===== src/rtl/seg_msg_pkg.sv =====
// seg_msg_pkg: character codes, font, states and play modes
// shared by the 7-segment message player.
package seg_msg_pkg;

    localparam int CHAR_BITS = 5;

    localparam logic [4:0] CH_0     = 5'd0;
    localparam logic [4:0] CH_1     = 5'd1;
    localparam logic [4:0] CH_2     = 5'd2;
    localparam logic [4:0] CH_3     = 5'd3;
    localparam logic [4:0] CH_4     = 5'd4;
    localparam logic [4:0] CH_5     = 5'd5;
    localparam logic [4:0] CH_6     = 5'd6;
    localparam logic [4:0] CH_7     = 5'd7;
    localparam logic [4:0] CH_8     = 5'd8;
    localparam logic [4:0] CH_9     = 5'd9;
    localparam logic [4:0] CH_A     = 5'd10;
    localparam logic [4:0] CH_B     = 5'd11;
    localparam logic [4:0] CH_C     = 5'd12;
    localparam logic [4:0] CH_D     = 5'd13;
    localparam logic [4:0] CH_E     = 5'd14;
    localparam logic [4:0] CH_F     = 5'd15;
    localparam logic [4:0] CH_H     = 5'd16;
    localparam logic [4:0] CH_I     = 5'd17;
    localparam logic [4:0] CH_L     = 5'd18;
    localparam logic [4:0] CH_O     = 5'd19;
    localparam logic [4:0] CH_P     = 5'd20;
    localparam logic [4:0] CH_S     = 5'd21;
    localparam logic [4:0] CH_U     = 5'd22;
    localparam logic [4:0] CH_R     = 5'd23;
    localparam logic [4:0] CH_N     = 5'd24;
    localparam logic [4:0] CH_T     = 5'd25;
    localparam logic [4:0] CH_Y     = 5'd26;
    localparam logic [4:0] CH_DASH  = 5'd27;
    localparam logic [4:0] CH_BLANK = 5'd28;

    // Active-high {g,f,e,d,c,b,a}; codes 28..31 are dark.
    localparam logic [6:0] FONT [32] = '{
        7'h3F, 7'h06, 7'h5B, 7'h4F, 7'h66,
        7'h6D, 7'h7D, 7'h07, 7'h7F, 7'h6F,
        7'h77, 7'h7C, 7'h39, 7'h5E, 7'h79,
        7'h71, 7'h76, 7'h30, 7'h38, 7'h3F,
        7'h73, 7'h6D, 7'h3E, 7'h50, 7'h54,
        7'h78, 7'h6E, 7'h40, 7'h00, 7'h00,
        7'h00, 7'h00
    };

    localparam logic [1:0] MODE_LOOP     = 2'b00;
    localparam logic [1:0] MODE_ONESHOT  = 2'b01;
    localparam logic [1:0] MODE_PINGPONG = 2'b10;
    localparam logic [1:0] MODE_GAPLOOP  = 2'b11;

    typedef enum logic [1:0] {
        ST_IDLE,
        ST_SHOW,
        ST_GAP,
        ST_DONE
    } state_t;

    // "HELLO ASIC", char 0 in the LSBs
    localparam logic [49:0] MSG_HELLO_ASIC = {
        CH_C, CH_I, CH_S, CH_A, CH_BLANK,
        CH_O, CH_L, CH_L, CH_E, CH_H
    };

endpackage


===== src/rtl/seg_font_rom.sv =====
// seg_font_rom: character code to active-high segments.
// Undefined codes render blank.
module seg_font_rom
    import seg_msg_pkg::*;
(
    input  logic [CHAR_BITS-1:0] i_code,
    output logic [6:0]           o_seg
);

    // Plain table lookup, polarity is applied by the caller
    always_comb begin
        o_seg = FONT[i_code];
    end

endmodule


===== src/rtl/seg_msg_player.sv =====
// seg_msg_player: plays a fixed message on one 7-seg digit.
// Optional macro SEG_DP_HEARTBEAT_EN toggles dp per dwell.
module seg_msg_player
    import seg_msg_pkg::*;
#(
    parameter int MSG_LEN        = 10,
    parameter int CHAR_W         = CHAR_BITS,
    parameter logic [MSG_LEN*CHAR_W-1:0] MSG = MSG_HELLO_ASIC,
    parameter int DWELL_MIN_LOG2 = 20,
    parameter int SPEED_W        = 3,
    parameter bit COMMON_ANODE   = 1'b1
) (
    input  logic               CLK,
    input  logic               RST_N,
    input  logic               run,
    input  logic               restart,
    input  logic [1:0]         mode,
    input  logic [SPEED_W-1:0] speed,
    output logic [7:0]         seg_out,
    output logic [((MSG_LEN > 1) ? $clog2(MSG_LEN) : 1)-1:0] char_idx,
    output logic               busy,
    output logic               done
);

    localparam int IDX_W = (MSG_LEN > 1) ? $clog2(MSG_LEN) : 1;
    localparam int CNT_W = DWELL_MIN_LOG2 + (1 << SPEED_W) - 1;
    localparam logic [IDX_W-1:0] LAST = IDX_W'(MSG_LEN - 1);
    localparam logic [7:0] POL = {8{COMMON_ANODE}};

    state_t             r_state, w_state;
    logic [IDX_W-1:0]   r_idx, w_idx;
    logic [CNT_W-1:0]   r_cnt, w_cnt;
    logic               r_dir, w_dir;
    logic [7:0]         r_seg;
    logic               r_busy, r_done;
    logic [CNT_W-1:0]   w_lim;
    logic               w_exp;
    logic               w_last;
    logic               w_act;
    logic [CHAR_BITS-1:0] w_code;
    logic [6:0]         w_font;
    logic               w_dp;

    // Shifting all-ones right by ~speed gives 2^(min+speed)-1
    assign w_lim  = {CNT_W{1'b1}} >> (~speed);
    assign w_exp  = (r_cnt >= w_lim);
    assign w_last = (r_idx == LAST);
    assign w_act  = (w_state == ST_SHOW) || (w_state == ST_GAP);
    assign w_code = MSG[int'(w_idx)*CHAR_W +: CHAR_W];

    seg_font_rom u_font (
        .i_code (w_code),
        .o_seg  (w_font)
    );

`ifdef SEG_DP_HEARTBEAT_EN
    logic r_dp;
    logic w_tick;

    assign w_tick = run && w_exp &&
        ((r_state == ST_SHOW) || (r_state == ST_GAP));

    // Heartbeat flips per expiry while playing, dark otherwise
    always_comb begin
        w_dp = 1'b0;
        if (!restart && w_act)
            w_dp = r_dp ^ w_tick;
    end

    // Heartbeat register
    always_ff @(posedge CLK) begin
        if (!RST_N) r_dp <= 1'b0;
        else        r_dp <= w_dp;
    end
`else
    assign w_dp = 1'b0;
`endif

    // Next-state decision: restart, then per-state play rules
    always_comb begin
        w_state = r_state;
        w_idx   = r_idx;
        w_cnt   = r_cnt;
        w_dir   = r_dir;
        if (mode != MODE_PINGPONG)
            w_dir = 1'b0;
        if (restart) begin
            w_state = run ? ST_SHOW : ST_IDLE;
            w_idx   = '0;
            w_cnt   = '0;
            w_dir   = 1'b0;
        end else begin
            unique case (r_state)
                ST_IDLE: begin
                    if (run) begin
                        w_state = ST_SHOW;
                        w_idx   = '0;
                        w_cnt   = '0;
                        w_dir   = 1'b0;
                    end
                end
                ST_GAP: begin
                    if (run && w_exp) begin
                        w_cnt   = '0;
                        w_state = ST_SHOW;
                        w_idx   = '0;
                    end else if (run) begin
                        w_cnt = r_cnt + 1'b1;
                    end
                end
                ST_SHOW: begin
                    if (run && w_exp) begin
                        w_cnt = '0;
                        case (mode)
                            MODE_LOOP:
                                w_idx = w_last ? '0 : r_idx + 1'b1;
                            MODE_ONESHOT:
                                if (w_last) w_state = ST_DONE;
                                else        w_idx = r_idx + 1'b1;
                            MODE_GAPLOOP:
                                if (w_last) w_state = ST_GAP;
                                else        w_idx = r_idx + 1'b1;
                            default: begin
                                if (MSG_LEN == 1) begin
                                    w_idx = '0;
                                end else if (!r_dir) begin
                                    if (w_last) begin
                                        w_dir = 1'b1;
                                        w_idx = r_idx - 1'b1;
                                    end else begin
                                        w_idx = r_idx + 1'b1;
                                    end
                                end else begin
                                    if (r_idx == '0) begin
                                        w_dir = 1'b0;
                                        w_idx = IDX_W'(1);
                                    end else begin
                                        w_idx = r_idx - 1'b1;
                                    end
                                end
                            end
                        endcase
                    end else if (run) begin
                        w_cnt = r_cnt + 1'b1;
                    end
                end
                ST_DONE: begin
                end
            endcase
        end
    end

    // Sequencer state and registered outputs move together
    always_ff @(posedge CLK) begin
        if (!RST_N) begin
            r_state <= ST_IDLE;
            r_idx   <= '0;
            r_cnt   <= '0;
            r_dir   <= 1'b0;
            r_seg   <= POL;
            r_busy  <= 1'b0;
            r_done  <= 1'b0;
        end else begin
            r_state <= w_state;
            r_idx   <= w_idx;
            r_cnt   <= w_cnt;
            r_dir   <= w_dir;
            r_seg   <= {w_dp, (w_state == ST_SHOW) ? w_font : 7'h00}
                       ^ POL;
            r_busy  <= w_act;
            r_done  <= (w_state == ST_DONE);
        end
    end

    assign seg_out  = r_seg;
    assign char_idx = r_idx;
    assign busy     = r_busy;
    assign done     = r_done;

endmodule

===== config.mk =====
export PLATFORM = sky130hd
export DESIGN_NAME = seg_msg_player
export DESIGN_NICKNAME = d
export VERILOG_FILES = /design/src/rtl/seg_msg_pkg.sv /design/src/rtl/seg_font_rom.sv /design/src/rtl/seg_msg_player.sv
export SDC_FILE = /design/constraint.sdc
export NUM_CORES = 1
export LEC_CHECK = 0
export BUFFER_PORTS_ARGS = -buffer_cell sky130_fd_sc_hd__buf_2
export CELL_PAD_IN_SITES_DETAIL_PLACEMENT = 1
export CELL_PAD_IN_SITES_GLOBAL_PLACEMENT = 1
export CORE_ASPECT_RATIO = 0.7
export CORE_MARGIN = 10
export CORE_UTILIZATION = 44
export CTS_CLUSTER_SIZE = 20
export DETAILED_ROUTE_END_ITERATION = 6
export HOLD_SLACK_MARGIN = 0.1
export PLACE_DENSITY = 0.75
export SLEW_MARGIN = 5
export SYNTH_ARGS = -nofsm -noshare
export SYNTH_HDL_FRONTEND = slang
export SYNTH_SLANG_ARGS = --single-unit

===== constraint.sdc =====
create_clock -name CLK -period 10.9 [get_ports CLK]
set_clock_uncertainty 0.2 [all_clocks]
set_input_delay 2.18 -clock CLK [delete_from_list [all_inputs] [get_ports CLK]]
set_output_delay 2.18 -clock CLK [all_outputs]
set_load 0.1 [all_outputs]

==> impl_metrics.toml <==
[clock_tree]
ctsHtreeMaxLevel = 2
cts_resized = 0
clk_pin_slew_worst_paths_ps = 100
numCtsBuffers = 5
cts_hold_buf = 0
cts_root_buffer = "clkbuf_8"
clkSinkCount = 43
cts_tree = "yes"
clock_latency_ps = 300
clock_path_buffers = 2
post-cts-setup-buffers = 0

[power_and_ir_drop]
vdd_drop_max_uv = 51.8
powerDensity_mw_per_mm2 = 95.1
power_mw = 0.318
p_clk_share_pct = 35.7
p_int_mw = 0.222
p_comb_share_pct = 13.7
netSwitchingPower_mw = 0.0965
switching_share_pct = 30.3
p_leak_nw = 1.28
seq_power_share_pct = 50.6

[sta]
rsz0062_at_grt = "false"
slew_viol_final = 0
fmax_ghz = 0.145
tightest_slew_ps = 933
fin_crit_ps = 6920
hold_violations = 0
slew_headroom_pct = 37.8
timing.final.crit_share_pct = 63.5
final.setup.tns_ps = 0
finalSetupViolCount = 0

[logic_synthesis]
ys.flop_type = "dfxtp_1"
synth.distinct_cells = 68
yosys_warnings = 0
ys_ff_latch = 43
syn_area_per_cell_sq_um = 7.95
synth-edff-count = 0
yosysSeqAreaShare_pct = 28.0
syn-cell-area_sq_mm = 0.00308
synthCells = 387
syn-num-nets = 424
synth-async-reset-ratio_pct = 0

[global_routing]
grt_usage_pct = 15.7
grt_pass1_wl_mm = 14.5
gr-total-overflow = 0
grt_pass1_vias = 2826
grt_max_degree = 28
antenna_found_initial = 0

[placement]
routabilityCongestion = 0.899
hpwl_mm = 6.61
portBuffers = 21
dp.cells = 492

[layout]
antennaDiodeCount = 0
mostFrequentLayoutCell = "nor2_1"
final_cell_mix = "nor2_1 (50), dfxtp_1 (43), nand2_1 (34)"
area.growth.synth_to_final_pct = 8.71
drive_gt1_share_pct = 12.8
final_cells = 500
fin_util_pct = 49.5
final_nets = 442

[route]
wl_per_cell_um = 16.9
drt_pass1_iterations = 4
ant_nets = 0
routed_wirelength_mm = 8.45
vias = 2873
drc = 0
initialDrtViolationCount = 192
via_per_inst = 5.75

[status]
status = "completed"

[critical_path]
reg2reg_depth = 16
r2r-start = "char_idx[0]"
critical_path.endpoint_type = "register"
critPathKind = "in2reg"
cp-endpoint = "seg_out[3]"
startpoint_type = "input pin"
cp.arrival_ps = 6970
worstPathMaxFanout = 10
cp.required_ps = 10960
r2r_end = "seg_out[3]"
r2r_slack_ps = 5630
worstSetupStartpoint = "speed[2]"

[floorplan]
start_util_pct = 45.5
die_w_um = 120
boundaryPins = 23
coreArea_sq_mm = 0.00676
die_area_sq_mm = 0.0108
rows = 25
die_h_um = 90.0

[flow_run]
max-cap-violations = 0

[hold_path]
hp-class = "reg2reg"
==> worst max-delay path, stage by stage <==
cell	delay [ps]
buf_2	140
nand3_1	90
ha_1	330
nand4_2	150
nor4_2	350
nand3_1	210
a21oi_2	250
a32o_1	390
nand2_1	160
ha_1	450
or4_1	560
a21o_1	270
ha_1	440
nand3_1	110
o31ai_1	70
a2111oi_0	620
a211o_1	170
==> cell type report <==
cell class / count / area (sq um)
sequential: 43 / 861
inverter: 18 / 67.6
fill: 855 / 3410
timing repair buffer: 23 / 120
tap: 94 / 118
multi-input combinational: 314 / 2080
clock buffer: 6 / 82.6
clock inverter: 2 / 13.8
==> logic make-up (layout without fill, tap and decap cells) <==
family / count (synthesis) / count (layout) / synth area share, %
DFF: 43 / 43 / 28.0
other: 1 / 1 / 0.122
xor gates and xnor gates: 23 / 23 / 6.55
adders and majority gates: 28 / 28 / 11.4
AOI/OAI and AO/OA: 92 / 92 / 20.5
buffers and inverters: 30 / 49 / 4.35
and+or+nand+nor: 166 / 166 / 27.8
muxes: 4 / 4 / 1.34
==> power groups by stage <==
stage,clock [mW],combinational [mW],sequential (mW)
3_5_place_dp,0,0.0436,0.165
5_1_grt,0.122,0.0471,0.161
3_3_place_gp,0,0.0425,0.164
6_report,0.114,0.0435,0.161
4_1_cts,0.115,0.0437,0.161
2_1_floorplan,0,0.0180,0.180
==> worst min-delay path by stage <==
stage / from / endpoint / slack (ps) / depth (start not counted)
3_5_place_dp: r_cnt[1] / r_cnt[1] / 310 / 2
5_1_grt: r_cnt[10] / r_cnt[10] / 360 / 2
3_3_place_gp: r_cnt[15] / r_cnt[15] / 290 / 2
4_1_cts: r_cnt[1] / r_cnt[1] / 320 / 2
2_1_floorplan: r_cnt[15] / r_cnt[15] / 270 / 2
6_report: r_cnt[10] / r_cnt[10] / 320 / 2
==> metrics by stage <==
stage                     instance area (sq um)  worst slack (ps)  hold slack, ps
after floorplan                            3080              4400             272
after global placement                     3250              3940             289
after detailed placement                   3250              3730             308
after CTS                                  3340              4030             324
after global routing                       3340              3670             362
final                                      3340              3980             321
==> Yosys cell counts (all sizes together) (5+ instances only) <==
cell type | instances | area (sq um)
a211oi | 5 | 37.5
a21boi | 5 | 41.3
a21oi | 20 | 104
and3 | 10 | 68.8
buf | 6 | 43.8
clkbuf | 6 | 22.5
dfxtp | 43 | 861
ha | 28 | 350
inv | 18 | 67.6
nand2 | 34 | 128
nand3 | 18 | 90.1
nand4 | 11 | 75.1
nor2 | 51 | 194
nor3 | 7 | 35.0
o21ai | 25 | 144
or3 | 6 | 45.0
or4 | 5 | 41.3
xnor2 | 7 | 61.3
xor2 | 16 | 140
==> sequential cells by signal, indices dropped and copies added (netlist names) <==
signal / count
busy: 1
done: 1
seg_out: 7
char_idx: 4
r_dir: 1
r_state: 2
r_cnt: 27
==> routing by layer <==
layer / track usage (%) / share of wire (%)
met4: 2.91 / 0.70
met3: 3.56 / 4.3
met2: 22.5 / 42
met1: 23.1 / 53
met5: 0 / 0
Power figures use the tool's default switching activity.
